[src/rtl/adat_hold_stretcher.sv]
// adat_hold_stretcher
//   Multi-channel pulse stretcher. Each channel detects ACTIVE_LEVEL on its
//   (optionally synchronised) input and forces that level on its output for
//   hold_len_r extra cycles. The hold length is a shared runtime register.
//
// Ports
//   clk_i          : clock, posedge
//   rst_ni         : asynchronous active-low reset
//   signal_i       : [CHANNELS] raw per-channel inputs
//   hold_len_i     : [HB] new hold length (clamped to HOLD_MAX)
//   hold_len_we_i  : write strobe for hold_len_i
//   signal_o       : [CHANNELS] stretched outputs
//   holding_o      : [CHANNELS] output active due to detection or hold
//   any_holding_o  : OR of holding_o (registers only)

module adat_hold_chan #(
    parameter int HB           = 8,
    parameter bit ACTIVE_LEVEL = 1'b0,
    parameter bit RETRIGGER    = 1'b0,
    parameter int SYNC_STAGES  = 0
) (
    input  logic          clk_i,
    input  logic          rst_ni,
    input  logic          signal_i,
    input  logic [HB-1:0] hold_len_i,
    output logic          signal_o,
    output logic          holding_o
);
    typedef enum logic {ST_IDLE, ST_HOLD} state_e;

    logic          s;
    logic          det;
    state_e        state;
    logic [HB-1:0] cnt_q, cnt_d;
    logic          sig_q, sig_d;
    logic          hold_q, hold_d;

    generate
        if (SYNC_STAGES > 0) begin : g_sync
            logic [SYNC_STAGES-1:0] sync_q;
            always_ff @(posedge clk_i or negedge rst_ni) begin
                if (!rst_ni) begin
                    sync_q <= {SYNC_STAGES{~ACTIVE_LEVEL}};
                end else begin
                    sync_q[0] <= signal_i;
                    for (int i = 1; i < SYNC_STAGES; i++) sync_q[i] <= sync_q[i-1];
                end
            end
            assign s = sync_q[SYNC_STAGES-1];
        end else begin : g_nosync
            assign s = signal_i;
        end
    endgenerate

    assign det = (s == ACTIVE_LEVEL);

    // The counter itself is the state: zero means idle.
    assign state = (cnt_q == '0) ? ST_IDLE : ST_HOLD;

    always_ff @(posedge clk_i or negedge rst_ni) begin
        if (!rst_ni) begin
            cnt_q  <= '0;
            sig_q  <= ~ACTIVE_LEVEL;
            hold_q <= 1'b0;
        end else begin
            cnt_q  <= cnt_d;
            sig_q  <= sig_d;
            hold_q <= hold_d;
        end
    end

    always_comb begin
        cnt_d  = '0;
        sig_d  = ~ACTIVE_LEVEL;
        hold_d = 1'b0;
        case (state)
            ST_IDLE: begin
                sig_d = s;
                if (det) begin
                    cnt_d  = hold_len_i;
                    // zero length is pure pass-through, never "holding"
                    hold_d = (hold_len_i != '0);
                end
            end
            ST_HOLD: begin
                sig_d  = ACTIVE_LEVEL;
                hold_d = 1'b1;
                cnt_d  = (RETRIGGER && det) ? hold_len_i : (cnt_q - HB'(1));
            end
            default: begin
                cnt_d = '0;
            end
        endcase
    end

    assign signal_o  = sig_q;
    assign holding_o = hold_q;
endmodule

module adat_hold_stretcher #(
    parameter int  CHANNELS     = 4,
    parameter int  HOLD_MAX     = 255,
    parameter int  HOLD_RESET   = 1,
    parameter bit  ACTIVE_LEVEL = 1'b0,
    parameter bit  RETRIGGER    = 1'b0,
    parameter int  SYNC_STAGES  = 0,
    localparam int HB           = $clog2(HOLD_MAX + 1)
) (
    input  logic                clk_i,
    input  logic                rst_ni,
    input  logic [CHANNELS-1:0] signal_i,
    input  logic [HB-1:0]       hold_len_i,
    input  logic                hold_len_we_i,
    output logic [CHANNELS-1:0] signal_o,
    output logic [CHANNELS-1:0] holding_o,
    output logic                any_holding_o
);
    logic [HB-1:0] hold_len_r;

    // Channels read the registered value, so a write on the same edge as a
    // detection still loads the old length.
    always_ff @(posedge clk_i or negedge rst_ni) begin
        if (!rst_ni) begin
            hold_len_r <= HB'(HOLD_RESET);
        end else if (hold_len_we_i) begin
            hold_len_r <= (hold_len_i > HB'(HOLD_MAX)) ? HB'(HOLD_MAX) : hold_len_i;
        end
    end

    generate
        for (genvar c = 0; c < CHANNELS; c++) begin : g_chan
            adat_hold_chan #(
                .HB           (HB),
                .ACTIVE_LEVEL (ACTIVE_LEVEL),
                .RETRIGGER    (RETRIGGER),
                .SYNC_STAGES  (SYNC_STAGES)
            ) u_chan (
                .clk_i      (clk_i),
                .rst_ni     (rst_ni),
                .signal_i   (signal_i[c]),
                .hold_len_i (hold_len_r),
                .signal_o   (signal_o[c]),
                .holding_o  (holding_o[c])
            );
        end
    endgenerate

    assign any_holding_o = |holding_o;
endmodule

[config.mk]
export PLATFORM = sky130hd
export DESIGN_NAME = adat_hold_stretcher
export DESIGN_NICKNAME = d
export VERILOG_FILES = /design/src/rtl/adat_hold_stretcher.sv
export SDC_FILE = /design/constraint.sdc
export NUM_CORES = 1
export LEC_CHECK = 0
export ABC_AREA = 1
export CORE_MARGIN = 3
export CORE_UTILIZATION = 45
export CTS_CLUSTER_SIZE = 40
export DETAILED_ROUTE_END_ITERATION = 12
export DONT_BUFFER_PORTS = 1
export PLACE_DENSITY_LB_ADDON = 0.05
export SLEW_MARGIN = 20
export SYNTH_ARGS = -nofsm -noshare
export SYNTH_HDL_FRONTEND = slang
export SYNTH_SLANG_ARGS = --single-unit
[constraint.sdc]
create_clock -name clk_i -period 1.2 [get_ports clk_i]
set_input_delay 0.18 -clock clk_i [delete_from_list [all_inputs] [get_ports clk_i]]
set_output_delay 0.18 -clock clk_i [all_outputs]
set_load 0.01 [all_outputs]
==> results.py <==
metrics = {
    "outcome": {
        "violations": "negative hold slack, negative setup slack",
        "status": "finished, violations left",
    },
    "power_and_ir_drop": {
        "power_leakage_nw": 1.793,
        "power_w": 0.003035,
        "p_per_area_mw_per_mm2": 864.8,
        "vdd_drop_max_mv": 0.4346,
    },
    "logic_synthesis": {
        "ys_seq_elements": 48,
        "syn-mean-instance-area_sq_um": 7.701,
        "synth_nets": 371,
        "yosys_warnings": 0,
        "synth_cell_types": 25,
        "ys_seq_area_share_pct": 45.05,
        "synthCells": 348,
        "netlist_area_sq_mm": 0.002680,
    },
    "clock_network": {
        "cts_buffer_depth": 2,
        "clk_latency_ps": 310,
        "root_buffer": "clkbuf_8",
        "cts.htree.levels": 2,
        "cts.clk_slew.worst_paths_ps": 100,
        "cts_tree": "built",
        "clock_sinks": 48,
        "cts_buffers": 5,
    },
    "global_route": {
        "grt_start_max_net_pins": 49,
        "grt-ovfl-total": 0,
        "grt.total_usage_pct": 19.35,
        "grt_pass1_wl_microns": 10740,
        "grt_pass1_vias": 2262,
        "grt_antenna_before_repair": 0,
    },
    "drt": {
        "drc_errors": 0,
        "drt_iter0_markers": 105,
        "ant_nets": 0,
        "wl_per_cell_microns": 13.80,
        "viasPerCell": 4.912,
        "first_pass_iters": 4,
        "routed_wl_microns": 6458,
        "route.vias.total": 2299,
    },
    "finish": {
        "layout-drive-gt1-share_pct": 35.86,
        "area.growth.synth_to_final_pct": 30.95,
        "final_common_cell": "nand2_1",
        "nNetsFinal": 418,
        "diodes": 0,
        "most-common-layout-cells": "nand2_1, inv_1, dfrtp_1, buf_4, nor2_1",
    },
    "timing": {
        "setup_viol": 20,
        "relSlewSlack_pct": 72.10,
        "rsz0062_at_grt": "yes",
        "fmax_ghz": 0.7888,
        "setup_slack_ps": -67.81,
        "finalCritPeriodShare_pct": 105.7,
        "tightestPinTransition_ps": 417.1,
        "hold_slack_ps": -448.6,
        "fin_setup_tns_ps": -661.1,
        "fin_worst_skew_ps": 5.286,
        "fin_crit_ps": 1268,
        "final-hold-violation-count": 48,
        "drv_slew": 0,
    },
    "setup_path": {
        "end_kind": "flip-flop",
        "critical_path_class": "reg2reg",
        "worstPathArrival_ps": 1470,
        "cp_max_fo": 8,
        "crit_path_start_kind": "flip-flop",
        "cp.required_ps": 1400,
    },
    "run": {
        "maxCapViolCount": 0,
    },
    "placement": {
        "preCtsSetupSlack_ps": -113.6,
        "hpwl_microns": 4269,
        "gp_congestion": 0.7489,
        "io_buffers": 0,
    },
    "floorplanning": {
        "dieArea_sq_mm": 0.006918,
        "pin_count": 24,
        "start_util_pct": 47.50,
        "die_w_microns": 83.18,
        "core_region_area_sq_mm": 0.005642,
        "rows": 27,
        "die_h_microns": 83.18,
    },
    "hold_path": {
        "hp-class": "in2async",
    },
}
## per-layer routing
| layer | routed length (microns) | share of wire [%] | up-vias | global-route usage (%) |
|---|---|---|---|---|
| met4 | 80 | 1.2 | 0 | 4.755 |
| met1 | 3004 | 47 | 1093 | 26.92 |
| met5 | 0 | 0 | - | 0 |
| met3 | 223 | 3.5 | 7 | 4.663 |
| li1 | - | - | 1161 | - |
| met2 | 3149 | 49 | 38 | 30.39 |
## registers in the layout, summed over array words and instances, names as in the netlist
name / count
g_chan.u_chan.signal_o: 4
g_chan.u_chan.cnt_q: 32
g_chan.u_chan.holding_o: 4
hold_len_r: 8
## path summary, 6_finish.rpt
path	depth (start not counted)	to	slack [ps]	start
max in group asynchronous	0	g_chan[1].u_chan.signal_o	1460	rst_ni
worst max-delay path	6	g_chan[2].u_chan.cnt_q[2]	-70	g_chan[2].u_chan.cnt_q[1]
worst max register to register	6	g_chan[2].u_chan.cnt_q[2]	-70	g_chan[2].u_chan.cnt_q[1]
worst min-delay path	0	g_chan[2].u_chan.cnt_q[6]	-450	rst_ni
worst min register to register	2	hold_len_r[7]	560	hold_len_r[7]
min in group clk_i	2	hold_len_r[7]	20	hold_len_we_i
## metrics by stage
stage          util, %  instances  instance area (sq um)
2_1_floorplan        -        348                   2685
3_3_place_gp     51.23        435                   2890
3_5_place_dp     51.23        435                   2890
4_1_cts          58.11        461                   3278
5_1_grt          62.21        468                   3510
6_report         62.21        468                   3510
## what timing repair did
item,in CTS,in global routing
endpoints found under the hold margin,61,49
setup buffers,7,6
setup endpoints to repair,37,37
hold buffers,11,1
pin swaps,10,17
gates resized for setup,34,56
## critical path, stage by stage, from the launching register on
cell and delay, ps:
dfrtp_1 410, inv_2 110, ha_4 150, nor3b_4 210
nand2_4 120, o21ai_2 80, o21ai_1 80
## cell families after synthesis
logic type,share of synthesized area (%)
simple gates,31.79
xor+xnor,1.307
flops,45.05
buf+inv,10.88
compound gates,7.236
fa+ha+maj,3.735
## cell usage after synthesis, drive strengths merged
cell type,number,area (sq um)
nand3,31,160.1
nand4,6,37.54
nor3b,1,7.510
xor2,2,17.52
ha,8,100.1
clkinv,4,23.77
dfrtp,43,1076
xnor2,2,17.52
buf,9,65.06
nand2,100,422.9
nor2,43,211.5
or2,2,12.52
inv,54,202.7
o21ai,38,193.9
dfstp,5,131.4
## cell type report
| cell class | count | area [sq um] |
|---|---|---|
| tap | 72 | 90.09 |
| multi-input combinational | 233 | 1455 |
| sequential | 48 | 1214 |
| timing repair buffer | 49 | 405.4 |
| fill | 512 | 2132 |
| inverter | 58 | 234.0 |
| clock buffer | 5 | 68.82 |
| clock inverter | 3 | 42.54 |
## report_power, final
group	total [W]	switching, W	internal (W)	leakage, nW
registers	0.00165	0.0000109	0.00164	0.517
clock network	0.00121	0.000590	0.000618	0.0541
logic	0.000173	0.000102	0.0000708	1.22
(Power assumes the default switching activity.)
